[config.mk]
export PLATFORM = sky130hd
export DESIGN_NAME = line_bus_arbiter_flat
export DESIGN_NICKNAME = d
export VERILOG_FILES = /design/src/rtl/line_bus_arbiter_pkg.sv /design/src/rtl/line_bus_arbiter_if.sv /design/src/rtl/line_bus_arbiter_rr_picker.sv /design/src/rtl/line_bus_arbiter.sv /design/src/flat_wrapper.sv
export SDC_FILE = /design/constraint.sdc
export NUM_CORES = 1
export LEC_CHECK = 0
export ABC_AREA = 1
export CORE_AREA = 2 2 347 349
export CTS_BUF_LIST = sky130_fd_sc_hd__clkbuf_8
export CTS_CLUSTER_SIZE = 40
export DETAILED_ROUTE_END_ITERATION = 7
export DIE_AREA = 0 0 349 351
export GPL_TIMING_DRIVEN = 1
export MAX_ROUTING_LAYER = met4
export PLACE_DENSITY = 0.57
export SLEW_MARGIN = 20
export SYNTH_ARGS = -nofsm -noshare
export SYNTH_HDL_FRONTEND = slang
export SYNTH_SLANG_ARGS = --single-unit
[constraint.sdc]
create_clock -name clk -period 22.8 [get_ports clk]
set_input_delay 3.42 -clock clk [delete_from_list [all_inputs] [get_ports clk]]
set_output_delay 3.42 -clock clk [all_outputs]
set_load 0.01 [all_outputs]
[src/rtl/line_bus_arbiter_pkg.sv]
`default_nettype none
// ============================================================================
// Module  : line_arb_pkg
// Purpose : Shared state encoding and default widths for the line bus arbiter.
// Revision: 1.0 - initial release
// ============================================================================
package line_arb_pkg;

    localparam int c_AW_DEF = 32;
    localparam int c_DW_DEF = 128;
    localparam int c_MW_DEF = c_DW_DEF / 8;

    typedef enum logic [1:0] {
        ST_IDLE   = 2'd0,
        ST_ISSUE  = 2'd1,
        ST_WAIT_W = 2'd2,
        ST_WAIT_R = 2'd3
    } arb_state_t;

endpackage
`default_nettype wire

[src/rtl/line_bus_arbiter_if.sv]
`default_nettype none
// ============================================================================
// Module  : line_bus_arbiter_if
// Purpose : Upstream per-channel request bus plus single downstream line bus.
// Revision: 1.0 - initial release
// ============================================================================
interface line_bus_arbiter_if #(
    parameter int NCH = 2,
    parameter int AW  = line_arb_pkg::c_AW_DEF,
    parameter int DW  = line_arb_pkg::c_DW_DEF,
    parameter int MW  = DW / 8
);
    logic [NCH-1:0]    s_wstart_rq;
    logic [NCH-1:0]    s_rstart_rq;
    logic [NCH*AW-1:0] s_win_addr;
    logic [NCH*AW-1:0] s_rin_addr;
    logic [NCH*DW-1:0] s_in_wdata;
    logic [NCH*MW-1:0] s_in_mask;
    logic [NCH-1:0]    s_finish_wresp;
    logic [NCH-1:0]    s_finish_mrd;
    logic [DW-1:0]     s_rdat_m_data;
    logic [NCH-1:0]    s_rdat_m_valid;
    logic [NCH-1:0]    s_rqfull;
    logic [NCH-1:0]    s_ovf;

    logic              m_wstart_rq;
    logic [AW-1:0]     m_win_addr;
    logic [DW-1:0]     m_in_wdata;
    logic [MW-1:0]     m_in_mask;
    logic              m_rstart_rq;
    logic [AW-1:0]     m_rin_addr;
    logic              m_finish_wresp;
    logic [DW-1:0]     m_rdat_m_data;
    logic              m_rdat_m_valid;
    logic              m_finish_mrd;

    // Arbiter view: accepts upstream requests, drives the downstream bus.
    modport slave (
        input  s_wstart_rq, s_rstart_rq, s_win_addr, s_rin_addr, s_in_wdata, s_in_mask,
        output s_finish_wresp, s_finish_mrd, s_rdat_m_data, s_rdat_m_valid, s_rqfull, s_ovf,
        output m_wstart_rq, m_win_addr, m_in_wdata, m_in_mask, m_rstart_rq, m_rin_addr,
        input  m_finish_wresp, m_rdat_m_data, m_rdat_m_valid, m_finish_mrd
    );

    // Environment view: requesters plus downstream memory model.
    modport master (
        output s_wstart_rq, s_rstart_rq, s_win_addr, s_rin_addr, s_in_wdata, s_in_mask,
        input  s_finish_wresp, s_finish_mrd, s_rdat_m_data, s_rdat_m_valid, s_rqfull, s_ovf,
        input  m_wstart_rq, m_win_addr, m_in_wdata, m_in_mask, m_rstart_rq, m_rin_addr,
        output m_finish_wresp, m_rdat_m_data, m_rdat_m_valid, m_finish_mrd
    );
endinterface
`default_nettype wire

[src/rtl/line_bus_arbiter_rr_picker.sv]
`default_nettype none
// ============================================================================
// Module  : rr_picker
// Purpose : Round-robin selection starting one past the last grant.
// Revision: 1.0 - initial release
// ============================================================================
module rr_picker #(
    parameter  int NCH = 2,
    localparam int LW  = (NCH > 1) ? $clog2(NCH) : 1
) (
    input  wire logic [NCH-1:0] i_req,
    input  wire logic [LW-1:0]  i_last,
    output logic      [NCH-1:0] o_grant,
    output logic                o_valid
);
    logic [LW:0]      w_shift;
    logic [2*NCH-1:0] w_req2;
    logic [NCH-1:0]   w_rot;
    logic [NCH-1:0]   w_pick;
    logic [2*NCH-1:0] w_back;

    // Rotate so that channel last+1 sits at bit 0, take the lowest set bit, rotate back.
    assign w_shift = {1'b0, i_last} + {{LW{1'b0}}, 1'b1};
    assign w_req2  = {i_req, i_req} >> w_shift;
    assign w_rot   = w_req2[NCH-1:0];
    assign w_pick  = w_rot & (~w_rot + {{(NCH-1){1'b0}}, 1'b1});
    assign w_back  = {{NCH{1'b0}}, w_pick} << w_shift;
    assign o_grant = w_back[NCH-1:0] | w_back[2*NCH-1:NCH];
    assign o_valid = |i_req;

endmodule
`default_nettype wire

[src/rtl/line_bus_arbiter.sv]
`default_nettype none
// ============================================================================
// Module  : line_bus_arbiter
// Purpose : Arbitrates NCH line read/write requesters onto one downstream bus.
// Revision: 1.0 - initial release
// ============================================================================
module line_bus_arbiter #(
    parameter int NCH = 2,
    parameter int AW  = line_arb_pkg::c_AW_DEF,
    parameter int DW  = line_arb_pkg::c_DW_DEF,
    parameter int MW  = DW / 8
) (
    input wire logic         clk,
    input wire logic         rst,
    line_bus_arbiter_if.slave bus
);
    import line_arb_pkg::*;

    localparam int LW = (NCH > 1) ? $clog2(NCH) : 1;

    arb_state_t     r_state;
    arb_state_t     w_state_nxt;

    logic [NCH-1:0] r_wpend;
    logic [NCH-1:0] r_rpend;
    logic [NCH-1:0] r_ovf;
    logic [NCH-1:0] r_fin_w;
    logic [NCH-1:0] r_fin_r;
    logic [AW-1:0]  r_waddr [NCH];
    logic [AW-1:0]  r_raddr [NCH];
    logic [DW-1:0]  r_wdata [NCH];
    logic [MW-1:0]  r_mask  [NCH];

    logic [LW-1:0]  r_grant;
    logic           r_is_wr;
    logic [AW-1:0]  r_m_waddr;
    logic [AW-1:0]  r_m_raddr;
    logic [DW-1:0]  r_m_wdata;
    logic [MW-1:0]  r_m_mask;

    logic [NCH-1:0] w_req;
    logic [NCH-1:0] w_pick;
    logic           w_pick_valid;
    logic [LW-1:0]  w_pick_idx;
    logic [NCH-1:0] w_grant_oh;
    logic [NCH-1:0] w_clr_w;
    logic [NCH-1:0] w_clr_r;
    logic [NCH-1:0] w_remain;
    logic [NCH-1:0] w_start;
    logic [NCH-1:0] w_accept;
    logic           w_grab;

    assign w_req      = r_wpend | r_rpend;
    assign w_grant_oh = {{(NCH-1){1'b0}}, 1'b1} << r_grant;
    assign w_clr_w    = (r_state == ST_WAIT_W && bus.m_finish_wresp) ? w_grant_oh : '0;
    assign w_clr_r    = (r_state == ST_WAIT_R && bus.m_finish_mrd)   ? w_grant_oh : '0;
    // A pulse on a channel whose last pending bit is clearing this cycle is accepted.
    assign w_remain   = (r_wpend & ~w_clr_w) | (r_rpend & ~w_clr_r);
    assign w_start    = bus.s_wstart_rq | bus.s_rstart_rq;
    assign w_accept   = w_start & ~w_remain;
    assign w_grab     = (r_state == ST_IDLE) && w_pick_valid;

    rr_picker #(.NCH(NCH)) u_rr_picker (
        .i_req   (w_req),
        .i_last  (r_grant),
        .o_grant (w_pick),
        .o_valid (w_pick_valid)
    );

    always_comb begin
        w_pick_idx = '0;
        for (int i = 0; i < NCH; i++) begin
            if (w_pick[i]) w_pick_idx = LW'(i);
        end
    end

    always_ff @(posedge clk or posedge rst) begin
        if (rst) r_state <= ST_IDLE;
        else     r_state <= w_state_nxt;
    end

    always_comb begin
        w_state_nxt        = r_state;
        bus.m_wstart_rq    = 1'b0;
        bus.m_rstart_rq    = 1'b0;
        bus.s_rdat_m_valid = '0;
        case (r_state)
            ST_IDLE: begin
                if (w_pick_valid) w_state_nxt = ST_ISSUE;
            end
            ST_ISSUE: begin
                bus.m_wstart_rq = r_is_wr;
                bus.m_rstart_rq = ~r_is_wr;
                w_state_nxt     = r_is_wr ? ST_WAIT_W : ST_WAIT_R;
            end
            ST_WAIT_W: begin
                if (bus.m_finish_wresp) w_state_nxt = ST_IDLE;
            end
            ST_WAIT_R: begin
                if (bus.m_rdat_m_valid) bus.s_rdat_m_valid = w_grant_oh;
                if (bus.m_finish_mrd)   w_state_nxt = ST_IDLE;
            end
            default: w_state_nxt = ST_IDLE;
        endcase
    end

    // Grant and downstream payload are captured together so the bus holds steady until IDLE.
    always_ff @(posedge clk or posedge rst) begin
        if (rst) begin
            r_grant   <= LW'(NCH - 1);
            r_is_wr   <= 1'b0;
            r_m_waddr <= '0;
            r_m_raddr <= '0;
            r_m_wdata <= '0;
            r_m_mask  <= '0;
        end else if (w_grab) begin
            r_grant   <= w_pick_idx;
            r_is_wr   <= |(w_pick & r_wpend);
            r_m_waddr <= r_waddr[w_pick_idx];
            r_m_raddr <= r_raddr[w_pick_idx];
            r_m_wdata <= r_wdata[w_pick_idx];
            r_m_mask  <= r_mask[w_pick_idx];
        end
    end

    always_ff @(posedge clk or posedge rst) begin
        if (rst) begin
            r_wpend <= '0;
            r_rpend <= '0;
            r_ovf   <= '0;
            r_fin_w <= '0;
            r_fin_r <= '0;
            for (int i = 0; i < NCH; i++) begin
                r_waddr[i] <= '0;
                r_raddr[i] <= '0;
                r_wdata[i] <= '0;
                r_mask[i]  <= '0;
            end
        end else begin
            r_fin_w <= w_clr_w;
            r_fin_r <= w_clr_r;
            for (int i = 0; i < NCH; i++) begin
                if (w_accept[i]) begin
                    r_wpend[i] <= bus.s_wstart_rq[i];
                    r_rpend[i] <= bus.s_rstart_rq[i];
                    if (bus.s_wstart_rq[i]) begin
                        r_waddr[i] <= bus.s_win_addr[i*AW +: AW];
                        r_wdata[i] <= bus.s_in_wdata[i*DW +: DW];
                        r_mask[i]  <= bus.s_in_mask[i*MW +: MW];
                    end
                    if (bus.s_rstart_rq[i]) r_raddr[i] <= bus.s_rin_addr[i*AW +: AW];
                end else begin
                    r_wpend[i] <= r_wpend[i] & ~w_clr_w[i];
                    r_rpend[i] <= r_rpend[i] & ~w_clr_r[i];
                end
                if (w_start[i] && !w_accept[i]) r_ovf[i] <= 1'b1;
            end
        end
    end

    assign bus.s_finish_wresp = r_fin_w;
    assign bus.s_finish_mrd   = r_fin_r;
    assign bus.s_rdat_m_data  = bus.m_rdat_m_data;
    assign bus.s_rqfull       = r_wpend | r_rpend;
    assign bus.s_ovf          = r_ovf;
    assign bus.m_win_addr     = r_m_waddr;
    assign bus.m_rin_addr     = r_m_raddr;
    assign bus.m_in_wdata     = r_m_wdata;
    assign bus.m_in_mask      = r_m_mask;

endmodule
`default_nettype wire

[src/flat_wrapper.sv]
// flat-port wrapper written by rule: the top's interface ports become plain ports
module line_bus_arbiter_flat import line_arb_pkg::*;
#(
    parameter int NCH = 2,
    parameter int AW  = line_arb_pkg::c_AW_DEF,
    parameter int DW  = line_arb_pkg::c_DW_DEF,
    parameter int MW  = DW / 8
)
  (clk, rst, bus_s_wstart_rq, bus_s_rstart_rq, bus_s_win_addr, bus_s_rin_addr, bus_s_in_wdata, bus_s_in_mask, bus_s_finish_wresp, bus_s_finish_mrd, bus_s_rdat_m_data, bus_s_rdat_m_valid, bus_s_rqfull, bus_s_ovf, bus_m_wstart_rq, bus_m_win_addr, bus_m_in_wdata, bus_m_in_mask, bus_m_rstart_rq, bus_m_rin_addr, bus_m_finish_wresp, bus_m_rdat_m_data, bus_m_rdat_m_valid, bus_m_finish_mrd);
  line_bus_arbiter_if #(.NCH(NCH), .AW(AW), .DW(DW), .MW(MW)) bus_i ();
  input wire logic clk;
  input wire logic rst;
  input wire logic [$bits(bus_i.s_wstart_rq)-1:0] bus_s_wstart_rq;
  input wire logic [$bits(bus_i.s_rstart_rq)-1:0] bus_s_rstart_rq;
  input wire logic [$bits(bus_i.s_win_addr)-1:0] bus_s_win_addr;
  input wire logic [$bits(bus_i.s_rin_addr)-1:0] bus_s_rin_addr;
  input wire logic [$bits(bus_i.s_in_wdata)-1:0] bus_s_in_wdata;
  input wire logic [$bits(bus_i.s_in_mask)-1:0] bus_s_in_mask;
  output wire logic [$bits(bus_i.s_finish_wresp)-1:0] bus_s_finish_wresp;
  output wire logic [$bits(bus_i.s_finish_mrd)-1:0] bus_s_finish_mrd;
  output wire logic [$bits(bus_i.s_rdat_m_data)-1:0] bus_s_rdat_m_data;
  output wire logic [$bits(bus_i.s_rdat_m_valid)-1:0] bus_s_rdat_m_valid;
  output wire logic [$bits(bus_i.s_rqfull)-1:0] bus_s_rqfull;
  output wire logic [$bits(bus_i.s_ovf)-1:0] bus_s_ovf;
  output wire logic [$bits(bus_i.m_wstart_rq)-1:0] bus_m_wstart_rq;
  output wire logic [$bits(bus_i.m_win_addr)-1:0] bus_m_win_addr;
  output wire logic [$bits(bus_i.m_in_wdata)-1:0] bus_m_in_wdata;
  output wire logic [$bits(bus_i.m_in_mask)-1:0] bus_m_in_mask;
  output wire logic [$bits(bus_i.m_rstart_rq)-1:0] bus_m_rstart_rq;
  output wire logic [$bits(bus_i.m_rin_addr)-1:0] bus_m_rin_addr;
  input wire logic [$bits(bus_i.m_finish_wresp)-1:0] bus_m_finish_wresp;
  input wire logic [$bits(bus_i.m_rdat_m_data)-1:0] bus_m_rdat_m_data;
  input wire logic [$bits(bus_i.m_rdat_m_valid)-1:0] bus_m_rdat_m_valid;
  input wire logic [$bits(bus_i.m_finish_mrd)-1:0] bus_m_finish_mrd;
  assign bus_i.s_wstart_rq = bus_s_wstart_rq;
  assign bus_i.s_rstart_rq = bus_s_rstart_rq;
  assign bus_i.s_win_addr = bus_s_win_addr;
  assign bus_i.s_rin_addr = bus_s_rin_addr;
  assign bus_i.s_in_wdata = bus_s_in_wdata;
  assign bus_i.s_in_mask = bus_s_in_mask;
  assign bus_s_finish_wresp = bus_i.s_finish_wresp;
  assign bus_s_finish_mrd = bus_i.s_finish_mrd;
  assign bus_s_rdat_m_data = bus_i.s_rdat_m_data;
  assign bus_s_rdat_m_valid = bus_i.s_rdat_m_valid;
  assign bus_s_rqfull = bus_i.s_rqfull;
  assign bus_s_ovf = bus_i.s_ovf;
  assign bus_m_wstart_rq = bus_i.m_wstart_rq;
  assign bus_m_win_addr = bus_i.m_win_addr;
  assign bus_m_in_wdata = bus_i.m_in_wdata;
  assign bus_m_in_mask = bus_i.m_in_mask;
  assign bus_m_rstart_rq = bus_i.m_rstart_rq;
  assign bus_m_rin_addr = bus_i.m_rin_addr;
  assign bus_i.m_finish_wresp = bus_m_finish_wresp;
  assign bus_i.m_rdat_m_data = bus_m_rdat_m_data;
  assign bus_i.m_rdat_m_valid = bus_m_rdat_m_valid;
  assign bus_i.m_finish_mrd = bus_m_finish_mrd;
  line_bus_arbiter #(.NCH(NCH), .AW(AW), .DW(DW), .MW(MW)) u_core (.clk(clk), .rst(rst), .bus(bus_i));
endmodule
==> summary.txt <==
hold path start: u_core.r_raddr[24]
Post-CTS Setup Inserts: 0
Place WS: 14.41 ns
hpwl dp: 72,400 um
Mean Syn Cell Area: 7.89 um2
post-CTS resize count: 0
Die Y: 351 um
vias in the first global route: 26,560
fmax: 118 MHz
maximum VDD drop: 83.7 uV
number of distinct library cells after synthesis: 23
minimum clock period: 8.46 ns
crit path DAT: 5.04 ns
Final Total Pwr: 5640 uW
CP Capture Type: output port
Starting Density: 25.3%
CP Launch Type: input pin
Tot GR Track Use: 19.0%
TritonCTS clock tree: done
worst reg-to-reg path cell count: 8
Longest Clk Path Bufs: 3
worst skew pair latency: 0.77 ns
FP Rows: 127
worst path required time: 19.38 ns
DRC: 0
WHS Endpoint: u_core.r_raddr[24]
io pins: 901
RSZ-0062 raised after global routing: no
most frequent cells in the layout: nand2_1 (1,682), clkdlybuf4s50_1 (640), dfrtp_1 (637)
Comb power frac: 45.7%
Leakage: 0.0201 uW
fillcell total: 12,745
grt ovf: 0
Synth Instances: 3,812
area delta synth->final: 29.4%
core area: 0.119 mm2
Synth Flop Type: dfrtp_1
Synth Register Bits: 638
DRT iter0 DRCs: 2,064
fraction of layout cells with a size suffix above 1: 5.33%
internal power: 3130 uW
period utilisation layout: 37.1%
routed vias/inst: 4.55
Cell Pwr Density: 145 mW/mm2
Synth top area share: 53.0%
clock root buffer: clkbuf_8
RR Startpoint: u_core.r_grant
Syn Nets: 4,365
H-tree lvl count: 3
Pre-antenna DRT Iters: 5
clock slew at reported path FFs: 0.06 ns
Sw Share: 44.5%
Placer Congestion: 0.808
final setup margin: 14.34 ns
endpoints failing setup: 0
post-synthesis sequential area ratio: 53.1%
Num Clock Sinks: 638
highest-delay cell along the critical path: clkdlybuf4s50_1
Yosys Warn Count: 0
Clk network pwr share: 19.6%
status: finished clean
Num CTS Buffers: 116
Post-synth EDFFs: 0
Worst Tran Pin Value: 1.07 ns
CP peak stage delay: 0.64 ns
Mapped Area: 0.0301 mm2
Async SR Flop Fraction: 100%
Setup TNS Final: 0 ns
antenna violations before repair: 30
antenna violation net count after detailed routing: 0
Relative slew margins: 28.4%
Slew Viols, Final: 0
commonest non-fill, non-tap cell in the layout: nand2_1
worst-path fanout max: 2
total of max-cap violations: 0
Hold Fails Final Rpt: 0
via count: 26,757
CP most frequent cell: clkdlybuf4s50_1
area leader, netlist: dfrtp_1
Total Routed Length: 115,000 um
Final nets: 4,769
final clock skew: 0.0393 ns
top cells by area, synth: dfrtp_1 (53%), nand2_1 (21%), nand4_1 (8.7%), inv_1 (5.4%), buf_4 (4.4%)
# port buffers: 644
largest net degree at the start of global routing: 120
die width: 349 um
cts hold-fix bufs: 0
flop-to-flop setup slack: 18.94 ns
first-pass GRT wire length: 172,000 um
WHS Path Cells: 2
critical setup path kind: in2out
die area: 0.122 mm2
Reg2Reg Capture Point: u_core.r_wdata[233]
Psw: 2510 uW
CP Cell Sequence: clkdlybuf4s50_1 > inv_1 > nor3_1 > clkdlybuf4s50_1
wire per inst: 19.7 um
HP Class: reg2reg
register share of total power: 34.7%
## critical path: cells and delay by family
family / cells / cell delay, ns
and+or+nand+nor: 1 / 0.43
buffers and inverters: 3 / 1.18
## cell type report
cell class | instances | area (um2) | area share [%]
inverters | 434 | 1650 | 4.24
flip-flops and latches | 638 | 16000 | 41.0
multi-input cells | 2337 | 10200 | 26.2
diodes | 29 | 72.6 | 0.186
repair buffers | 689 | 6780 | 17.4
clock inverters | 61 | 378 | 0.970
clock buffers | 141 | 1940 | 4.98
well taps | 1548 | 1940 | 4.97
## routing by layer
metal | part of all wire (%) | wire length (um) | up-vias | global-route usage (%)
met4 | 3.5 | 4040 | 0 | 7.78
met1 | 42 | 48600 | 12920 | 23.3
met3 | 7.0 | 8120 | 220 | 4.75
met5 | 0 | 0 | - | -
met2 | 47 | 54700 | 946 | 29.7
li1 | - | - | 12671 | -
## synthesized netlist by cell type (3+ instances only)
| cell | number |
|---|---|
| buf_1 | 4 |
| nand4_1 | 419 |
| nand2_1 | 1686 |
| nand3_1 | 212 |
| clkbuf_1 | 86 |
| inv_2 | 4 |
| dfrtp_1 | 637 |
| inv_1 | 429 |
| nor2_1 | 3 |
| buf_4 | 175 |
| o21ai_0 | 8 |
| buf_2 | 136 |
## power groups by stage
stage	Clock (uW)	Combinational [uW]	Sequential, uW
2_1_floorplan	0	1550	1990
3_3_place_gp	0	2580	1950
3_5_place_dp	0	2620	1960
4_1_cts	1140	2620	1950
5_1_grt	1190	2900	2020
6_report	1110	2580	1960
## metrics by stage
step | util (%) | instance area, um2 | instances | hold slack, ns
CTS | 32.7 | 38900 | 5848 | 0.472
global route | 32.7 | 38900 | 5876 | 0.478
floorplan | - | 30100 | 3812 | 0.442
global placement | 30.7 | 36500 | 5646 | 0.453
detailed placement | 30.7 | 36500 | 5646 | 0.458
finish | 32.7 | 38900 | 5877 | 0.467
## cells by family (layout without fill, tap and decap cells)
logic type | Yosys count | in the layout | synth area share, %
buf+inv | 837 | 1325 | 13.2
simple gates | 2328 | 2328 | 33.5
flops | 638 | 638 | 53.1
compound gates | 9 | 9 | 0.162
other cells | 0 | 29 | 0
## sequential cells by signal (all words and copies together) (netlist names)
signal,count
u_core.bus.m_in_mask,16
u_core.bus.m_in_wdata,128
u_core.bus.m_rin_addr,32
u_core.bus.m_win_addr,32
u_core.bus.s_finish_mrd,2
u_core.bus.s_finish_wresp,2
u_core.bus.s_ovf,2
u_core.r_grant,1
u_core.r_is_wr,1
u_core.r_mask,32
u_core.r_raddr,64
u_core.r_rpend,2
u_core.r_state,2
u_core.r_waddr,64
u_core.r_wdata,256
u_core.r_wpend,2
## worst max path at each step
stage | from | end | slack (ns) | depth (start not counted)
finish | bus_m_rdat_m_valid | bus_s_rdat_m_valid[1] | 14.34 | 4
detailed placement | bus_m_rdat_m_valid | bus_s_rdat_m_valid[1] | 14.41 | 4
global route | bus_m_rdat_m_valid | bus_s_rdat_m_valid[1] | 14.36 | 4
CTS | bus_m_rdat_m_valid | bus_s_rdat_m_valid[1] | 14.39 | 4
global placement | bus_m_rdat_m_valid | bus_s_rdat_m_valid[1] | 14.37 | 4
floorplan | rst | u_core.bus.m_in_mask[0] | 1.51 | 1
Note: power is estimated with default switching activity, not from simulation.
